==> src/rtl/tx_mix_ctrl_if.sv <==
// Baseband, keying and NCO signals between the TX control/baseband side and tx_mix_ctrl.
interface tx_mix_ctrl_if;
  logic               ptt_req;
  logic [31:0]        freq_in;
  logic               freq_load;
  logic               in_valid;
  logic signed [17:0] i_in;
  logic signed [17:0] q_in;
  logic [31:0]        phi;
  logic signed [17:0] i_sig;
  logic signed [17:0] q_sig;
  logic               tx_on;
  logic               ramp_busy;
  logic [2:0]         state;

  modport master (
    output ptt_req, freq_in, freq_load, in_valid, i_in, q_in,
    input  phi, i_sig, q_sig, tx_on, ramp_busy, state
  );

  modport slave (
    input  ptt_req, freq_in, freq_load, in_valid, i_in, q_in,
    output phi, i_sig, q_sig, tx_on, ramp_busy, state
  );
endinterface

==> src/rtl/tx_mix_ctrl.sv <==
// TX mixer sequencer: free-running NCO, click-free I/Q amplitude ramp, guarded PA keying
// and frequency changes deferred until no ramp is in progress.
module tx_mix_ctrl #(
  parameter int RAMP_SHIFT = 8,
  parameter int KEY_DLY    = 1024,
  parameter int MIX_LAT    = 6,
  parameter int CNT_W      = 16
) (
  input  logic         clk,
  input  logic         rst,
  tx_mix_ctrl_if.slave bus
);
  localparam int GW = RAMP_SHIFT + 1;
  localparam int PW = 18 + GW + 1;
  localparam logic [GW-1:0]    GAIN_FULL = {1'b1, {RAMP_SHIFT{1'b0}}};
  localparam logic [GW-1:0]    GAIN_ZERO = {GW{1'b0}};
  localparam logic [CNT_W-1:0] KEY_LAST  = CNT_W'(KEY_DLY - 1);
  localparam logic [CNT_W-1:0] MIX_LAST  = CNT_W'(MIX_LAT - 1);

  typedef enum logic [2:0] {
    S_IDLE   = 3'd0,
    S_KEYUP  = 3'd1,
    S_RAMPUP = 3'd2,
    S_ON     = 3'd3,
    S_RAMPDN = 3'd4,
    S_DRAIN  = 3'd5
  } state_t;

  state_t             r_state, w_state_nxt;
  logic [CNT_W-1:0]   r_cnt, w_cnt_nxt;
  logic [GW-1:0]      r_gain, w_gain_nxt;
  logic [31:0]        r_phi, r_act_inc, r_pend_inc;
  logic               r_pend_flag;
  logic signed [17:0] r_i, r_q;
  logic               w_busy, w_rf_live, w_apply;
  logic signed [PW-1:0] w_prod_i, w_prod_q;
  logic signed [17:0]   w_i_scaled, w_q_scaled;

  assign w_busy    = (r_state == S_RAMPUP) || (r_state == S_RAMPDN);
  assign w_rf_live = w_busy || (r_state == S_ON);
  assign w_apply   = r_pend_flag && !w_busy;

  // Gain is zero-extended so the multiply stays signed; the shift truncates toward -inf.
  assign w_prod_i   = bus.i_in * $signed({1'b0, r_gain});
  assign w_prod_q   = bus.q_in * $signed({1'b0, r_gain});
  assign w_i_scaled = 18'(w_prod_i >>> RAMP_SHIFT);
  assign w_q_scaled = 18'(w_prod_q >>> RAMP_SHIFT);

  // Next state, ramp gain and delay counter.
  always_comb begin
    w_state_nxt = r_state;
    w_gain_nxt  = r_gain;
    case (r_state)
      S_IDLE: begin
        w_gain_nxt = GAIN_ZERO;
        if (bus.ptt_req) w_state_nxt = S_KEYUP;
        else             w_state_nxt = S_IDLE;
      end
      S_KEYUP: begin
        w_gain_nxt = GAIN_ZERO;
        if (!bus.ptt_req)          w_state_nxt = S_DRAIN;
        else if (r_cnt == KEY_LAST) w_state_nxt = S_RAMPUP;
        else                       w_state_nxt = S_KEYUP;
      end
      S_RAMPUP: begin
        if (!bus.ptt_req)            w_state_nxt = S_RAMPDN;
        else if (r_gain == GAIN_FULL) w_state_nxt = S_ON;
        else                         w_state_nxt = S_RAMPUP;
        if (bus.in_valid && (r_gain != GAIN_FULL)) w_gain_nxt = r_gain + GW'(1);
        else                                       w_gain_nxt = r_gain;
      end
      S_ON: begin
        w_gain_nxt = GAIN_FULL;
        if (!bus.ptt_req) w_state_nxt = S_RAMPDN;
        else              w_state_nxt = S_ON;
      end
      S_RAMPDN: begin
        if (bus.ptt_req)              w_state_nxt = S_RAMPUP;
        else if (r_gain == GAIN_ZERO) w_state_nxt = S_DRAIN;
        else                          w_state_nxt = S_RAMPDN;
        if (bus.in_valid && (r_gain != GAIN_ZERO)) w_gain_nxt = r_gain - GW'(1);
        else                                       w_gain_nxt = r_gain;
      end
      S_DRAIN: begin
        w_gain_nxt = GAIN_ZERO;
        if (r_cnt == MIX_LAST) w_state_nxt = S_IDLE;
        else                   w_state_nxt = S_DRAIN;
      end
      default: begin
        w_gain_nxt  = GAIN_ZERO;
        w_state_nxt = S_IDLE;
      end
    endcase
    // The counter restarts on every state change, so each delay state starts from zero.
    if ((w_state_nxt == r_state) && ((r_state == S_KEYUP) || (r_state == S_DRAIN)))
      w_cnt_nxt = r_cnt + CNT_W'(1);
    else
      w_cnt_nxt = {CNT_W{1'b0}};
  end

  // State, NCO, frequency hand-over and sample registers.
  always_ff @(posedge clk) begin
    if (rst) begin
      r_state     <= S_IDLE;
      r_cnt       <= {CNT_W{1'b0}};
      r_gain      <= GAIN_ZERO;
      r_phi       <= 32'd0;
      r_act_inc   <= 32'd0;
      r_pend_inc  <= 32'd0;
      r_pend_flag <= 1'b0;
      r_i         <= 18'sd0;
      r_q         <= 18'sd0;
    end else begin
      r_state <= w_state_nxt;
      r_cnt   <= w_cnt_nxt;
      r_gain  <= w_gain_nxt;
      r_phi   <= r_phi + r_act_inc;
      if (w_apply) r_act_inc <= r_pend_inc;
      else         r_act_inc <= r_act_inc;
      if (bus.freq_load) begin
        r_pend_inc  <= bus.freq_in;
        r_pend_flag <= 1'b1;
      end else if (w_apply) begin
        r_pend_flag <= 1'b0;
      end else begin
        r_pend_flag <= r_pend_flag;
      end
      if (!w_rf_live) begin
        r_i <= 18'sd0;
        r_q <= 18'sd0;
      end else if (bus.in_valid) begin
        r_i <= w_i_scaled;
        r_q <= w_q_scaled;
      end else begin
        r_i <= r_i;
        r_q <= r_q;
      end
    end
  end

  assign bus.phi       = r_phi;
  assign bus.i_sig     = r_i;
  assign bus.q_sig     = r_q;
  assign bus.tx_on     = (r_state != S_IDLE);
  assign bus.ramp_busy = w_busy;
  assign bus.state     = r_state;
endmodule
==> src/flat_wrapper.sv <==
// flat-port wrapper written by rule: the top's interface ports become plain ports
module tx_mix_ctrl_flat 
#(
  parameter int RAMP_SHIFT = 8,
  parameter int KEY_DLY    = 1024,
  parameter int MIX_LAT    = 6,
  parameter int CNT_W      = 16
)
  (clk, rst, bus_ptt_req, bus_freq_in, bus_freq_load, bus_in_valid, bus_i_in, bus_q_in, bus_phi, bus_i_sig, bus_q_sig, bus_tx_on, bus_ramp_busy, bus_state);
  tx_mix_ctrl_if bus_i ();
  input  logic clk;
  input  logic rst;
  input wire logic [$bits(bus_i.ptt_req)-1:0] bus_ptt_req;
  input wire logic [$bits(bus_i.freq_in)-1:0] bus_freq_in;
  input wire logic [$bits(bus_i.freq_load)-1:0] bus_freq_load;
  input wire logic [$bits(bus_i.in_valid)-1:0] bus_in_valid;
  input wire logic [$bits(bus_i.i_in)-1:0] bus_i_in;
  input wire logic [$bits(bus_i.q_in)-1:0] bus_q_in;
  output wire logic [$bits(bus_i.phi)-1:0] bus_phi;
  output wire logic [$bits(bus_i.i_sig)-1:0] bus_i_sig;
  output wire logic [$bits(bus_i.q_sig)-1:0] bus_q_sig;
  output wire logic [$bits(bus_i.tx_on)-1:0] bus_tx_on;
  output wire logic [$bits(bus_i.ramp_busy)-1:0] bus_ramp_busy;
  output wire logic [$bits(bus_i.state)-1:0] bus_state;
  assign bus_i.ptt_req = bus_ptt_req;
  assign bus_i.freq_in = bus_freq_in;
  assign bus_i.freq_load = bus_freq_load;
  assign bus_i.in_valid = bus_in_valid;
  assign bus_i.i_in = bus_i_in;
  assign bus_i.q_in = bus_q_in;
  assign bus_phi = bus_i.phi;
  assign bus_i_sig = bus_i.i_sig;
  assign bus_q_sig = bus_i.q_sig;
  assign bus_tx_on = bus_i.tx_on;
  assign bus_ramp_busy = bus_i.ramp_busy;
  assign bus_state = bus_i.state;
  tx_mix_ctrl #(.RAMP_SHIFT(RAMP_SHIFT), .KEY_DLY(KEY_DLY), .MIX_LAT(MIX_LAT), .CNT_W(CNT_W)) u_core (.clk(clk), .rst(rst), .bus(bus_i));
endmodule
==> config.mk <==
export PLATFORM = sky130hd
export DESIGN_NAME = tx_mix_ctrl_flat
export DESIGN_NICKNAME = d
export VERILOG_FILES = /design/src/rtl/tx_mix_ctrl_if.sv /design/src/rtl/tx_mix_ctrl.sv /design/src/flat_wrapper.sv
export SDC_FILE = /design/constraint.sdc
export NUM_CORES = 1
export LEC_CHECK = 0
export CORE_MARGIN = 2
export CORE_UTILIZATION = 40
export DETAILED_ROUTE_END_ITERATION = 6
export SLEW_MARGIN = 20
export SYNTH_ARGS = -nofsm -noshare
export SYNTH_HDL_FRONTEND = slang
export SYNTH_SLANG_ARGS = --single-unit
==> constraint.sdc <==
create_clock -name clk -period 16.55 [get_ports clk]
set_input_delay 3.31 -clock clk [delete_from_list [all_inputs] [get_ports clk]]
set_output_delay 3.31 -clock clk [all_outputs]
set_load 0.01 [all_outputs]
==> results.ini <==
[drt]
drc=0
drtPass1Iterations=5
post_drt_wl_per_cell_um=15.18
dr.first_iter.drc_count=697
via_count=13466
via_per_inst=4.920
wl_um=41550
drtAntennaViolNets=0

[critical_path]
path_max_fanout=9
reg2reg_slack_ps=10270
crit_start=bus_q_in[7]
endpoint_kind=register
required_ps=16860
reg2reg_depth=19
crit_path_end=u_core.bus.q_sig[16]$_SDFFE_PP0P_
cp.arrival_ps=8900
crit_type=in2reg
worst_r2r_endpoint=u_core.bus.q_sig[16]$_SDFFE_PP0P_
r2r-start=u_core.r_gain[4]$_SDFFE_PP0P_
worst_setup_path_start_kind=input pin

[synth]
ys_types=71
syn_area_mm2=0.01795
synth_area_per_cell_um2=8.719
synth_edf_count=0
ys_top_cells_by_area=fa_1 29%, dfxtp_1 18%, ha_1 10%
yosysTopAreaCell=fa_1
ys_seq_elements=161
synth_ff_type=dfxtp_1
ys_warn_count=0
syn-num-nets=2538
ys_seq_area_frac=0.1795
synth_top_area_share=0.2877
syn_inst=2059
async_reset_ff_frac=0

[clock_tree]
clk_pin_slew_ps=70
cts_tree=done
clk_latency_ps=450
numCtsBuffers=17
ctsResizeCount=0
cts_setup_buffers=0
hold_buffers=0
clock_sinks=161
clockBufferDepth=2
htreeDepth=4
cts_root_buffer=clkbuf_16

[timing]
min_period_ps=8587
fin_setup_tns_ps=0
setup_slack_ps=7963
worst_slew_pin_slew_ps=1087
fin_skew_ps=11.71
max_slew_margin=0.2752
finalSetupViolCount=0
finalCritPeriodShare=0.5188
rsz0062_at_grt=no
max_freq_mhz=116.5
finalHoldViolCount=0
drv_slew=0

[global_route]
grt_antenna_before_repair=1
gr-total-overflow=0
first_global_vias=14228
grtUsageTotal=0.1894
grt_pass1_wl_um=70990
grt_max_degree=78

[layout]
nets=2611
drive_gt1_frac=0.03825
area_delta_synth_final_pct=13.47
final_cell_area_mm2=0.02037
final_core_util=0.4606

[place]
place_area_mm2=0.01980
hpwlAfterDp_um=32030
pre_cts_ws_ps=7514
io_buffer_count=145
routabilityCongestion=0.8274

[run]
max_cap_viol_count=0

[status]
outcome=completed

[power_and_ir_drop]
power_density_mw_per_mm2=48.26
combPwrFrac=0.187
clockPowerShare=0.397
intPower_uw=675.9
switching_share=0.3124
p_seq_frac=0.417
ir_drop_v=0.00007486
p_sw_uw=307.1
p_leak_uw=0.01010

[floorplan]
rows=77
design.core.area_mm2=0.04422
die_w_um=215.9
die_height_um=215.9
initial_core_util=0.4060
ios=146
die-area_mm2=0.04659

[min_path]
min_path_type=reg2reg

flip-flops by register name, summed over array words and instances, names as in the netlist:
name and flops:
u_core.bus.phi 32, u_core.bus.i_sig 18, u_core.r_act_inc 32, u_core.bus.q_sig 18
u_core.r_pend_flag 1, u_core.r_pend_inc 32, u_core.r_gain 9, u_core.bus.state 3
u_core.r_cnt 16
kinds of logic (layout without fill, tap and decap cells):
kind of cell / count (synthesis) / count (layout) / share of synthesized area
AND/OR/NAND/NOR: 676 / 676 / 0.1749
buffers and inverters: 430 / 515 / 0.09186
adder cells (fa/ha/maj): 406 / 406 / 0.3909
AO/OA/AOI/OAI: 233 / 233 / 0.08398
flip-flops: 161 / 161 / 0.1795
XOR/XNOR: 95 / 95 / 0.04635
multiplexers: 58 / 58 / 0.03248
other: 0 / 1 / 0
power by group through the flow:
| stage | logic (µW) | registers [µW] | clock network, µW |
|---|---|---|---|
| global placement | 183 | 418 | 0 |
| finish | 183 | 410 | 390 |
| detailed placement | 185 | 418 | 0 |
| global route | 208 | 411 | 417 |
| CTS | 187 | 410 | 402 |
| floorplan | 123 | 415 | 0 |
synth_stat cells, types with 3 or more instances:
cell,instances
inv_1,328
nand2_1,293
fa_1,258
dfxtp_1,161
ha_1,148
nor2_1,141
and2_1,136
a21oi_1,94
clkbuf_1,66
mux2i_1,56
xnor2_1,56
xor2_1,39
a21o_1,33
o21ai_0,30
buf_1,25
nand3_1,22
nor2b_1,13
nor3_1,13
nand4_1,10
nand2b_1,9
a31oi_1,8
buf_2,8
o21a_1,8
and2_2,7
o21bai_1,7
and3_1,6
a211oi_1,5
or2_2,5
a221oi_1,4
o21ai_1,4
o21ai_2,4
o31a_1,4
a21o_2,3
nor4_1,3
o211ai_1,3
o22ai_1,3
or4_1,3
worst min path at each step:
stage / from / to / slack (ps) / cells past startpoint
6_report: u_core.bus.i_sig[16]$_SDFFE_PP0P_ / u_core.bus.i_sig[16]$_SDFFE_PP0P_ / 450 / 2
2_1_floorplan: u_core.r_pend_inc[0]$_SDFFE_PP0P_ / u_core.r_act_inc[0]$_SDFFE_PP0P_ / 430 / 2
5_1_grt: u_core.r_pend_inc[12]$_SDFFE_PP0P_ / u_core.r_act_inc[12]$_SDFFE_PP0P_ / 470 / 2
4_1_cts: u_core.r_pend_inc[19]$_SDFFE_PP0P_ / u_core.r_act_inc[19]$_SDFFE_PP0P_ / 450 / 2
3_3_place_gp: u_core.r_pend_inc[26]$_SDFFE_PP0P_ / u_core.r_act_inc[26]$_SDFFE_PP0P_ / 440 / 2
3_5_place_dp: u_core.r_pend_inc[10]$_SDFFE_PP0P_ / u_core.r_act_inc[10]$_SDFFE_PP0P_ / 440 / 2
final cells by class:
type                       count  area, µm²
antenna                        1      2.502
clock buffer                  17      425.4
clock inverter                14      142.6
fill                        4292      23850
inverter                     328       1231
multi-input combinational   1468      13080
sequential                   161       3226
tap                          592      740.7
timing repair buffer         156       1521
placed cells by master (no fill, tap or decap), types with 17 or more instances in the layout:
| master | n |
|---|---|
| mux2i_1 | 56 |
| fa_1 | 258 |
| ha_1 | 148 |
| clkbuf_16 | 17 |
| nand3_1 | 22 |
| and2_1 | 136 |
| clkdlybuf4s50_1 | 142 |
| inv_1 | 328 |
| nand2_1 | 293 |
| xor2_1 | 39 |
| xnor2_1 | 56 |
| a21o_1 | 33 |
| dfxtp_1 | 159 |
| nor2_1 | 141 |
| o21ai_0 | 30 |
| a21oi_1 | 94 |
per-stage QoR:
stage | std cells | hold WS [ps] | power [µW]
after global routing | 2736 | 468.4 | 1036
final | 2737 | 454.5 | 983.0
after CTS | 2736 | 453.3 | 998.1
after global placement | 2705 | 437.2 | 600.9
after detailed placement | 2705 | 444.0 | 603.7
after floorplan | 2059 | 431.2 | 538.4
layer usage:
| layer | track usage | vias to the layer above | wire (µm) |
|---|---|---|---|
| li1 | - | 6540 | - |
| met1 | 0.2421 | 6679 | 18770 |
| met2 | 0.3254 | 206 | 20200 |
| met3 | 0.03665 | 41 | 1768 |
| met4 | 0.05425 | 0 | 806 |
| met5 | 0 | - | 0 |
worst max-delay path: stages:
cell,delay (ps)
clkdlybuf4s50_1,690
nand2_1,140
fa_1,560
inv_1,60
fa_1,550
fa_1,430
fa_1,490
inv_1,50
fa_1,470
inv_1,40
ha_1,330
a21o_1,180
a221oi_1,390
o21ai_0,190
o21bai_2,280
a31oi_4,150
a21o_2,250
a211oi_1,220
o31ai_1,100
Note: power is estimated with default switching activity, not from simulation.
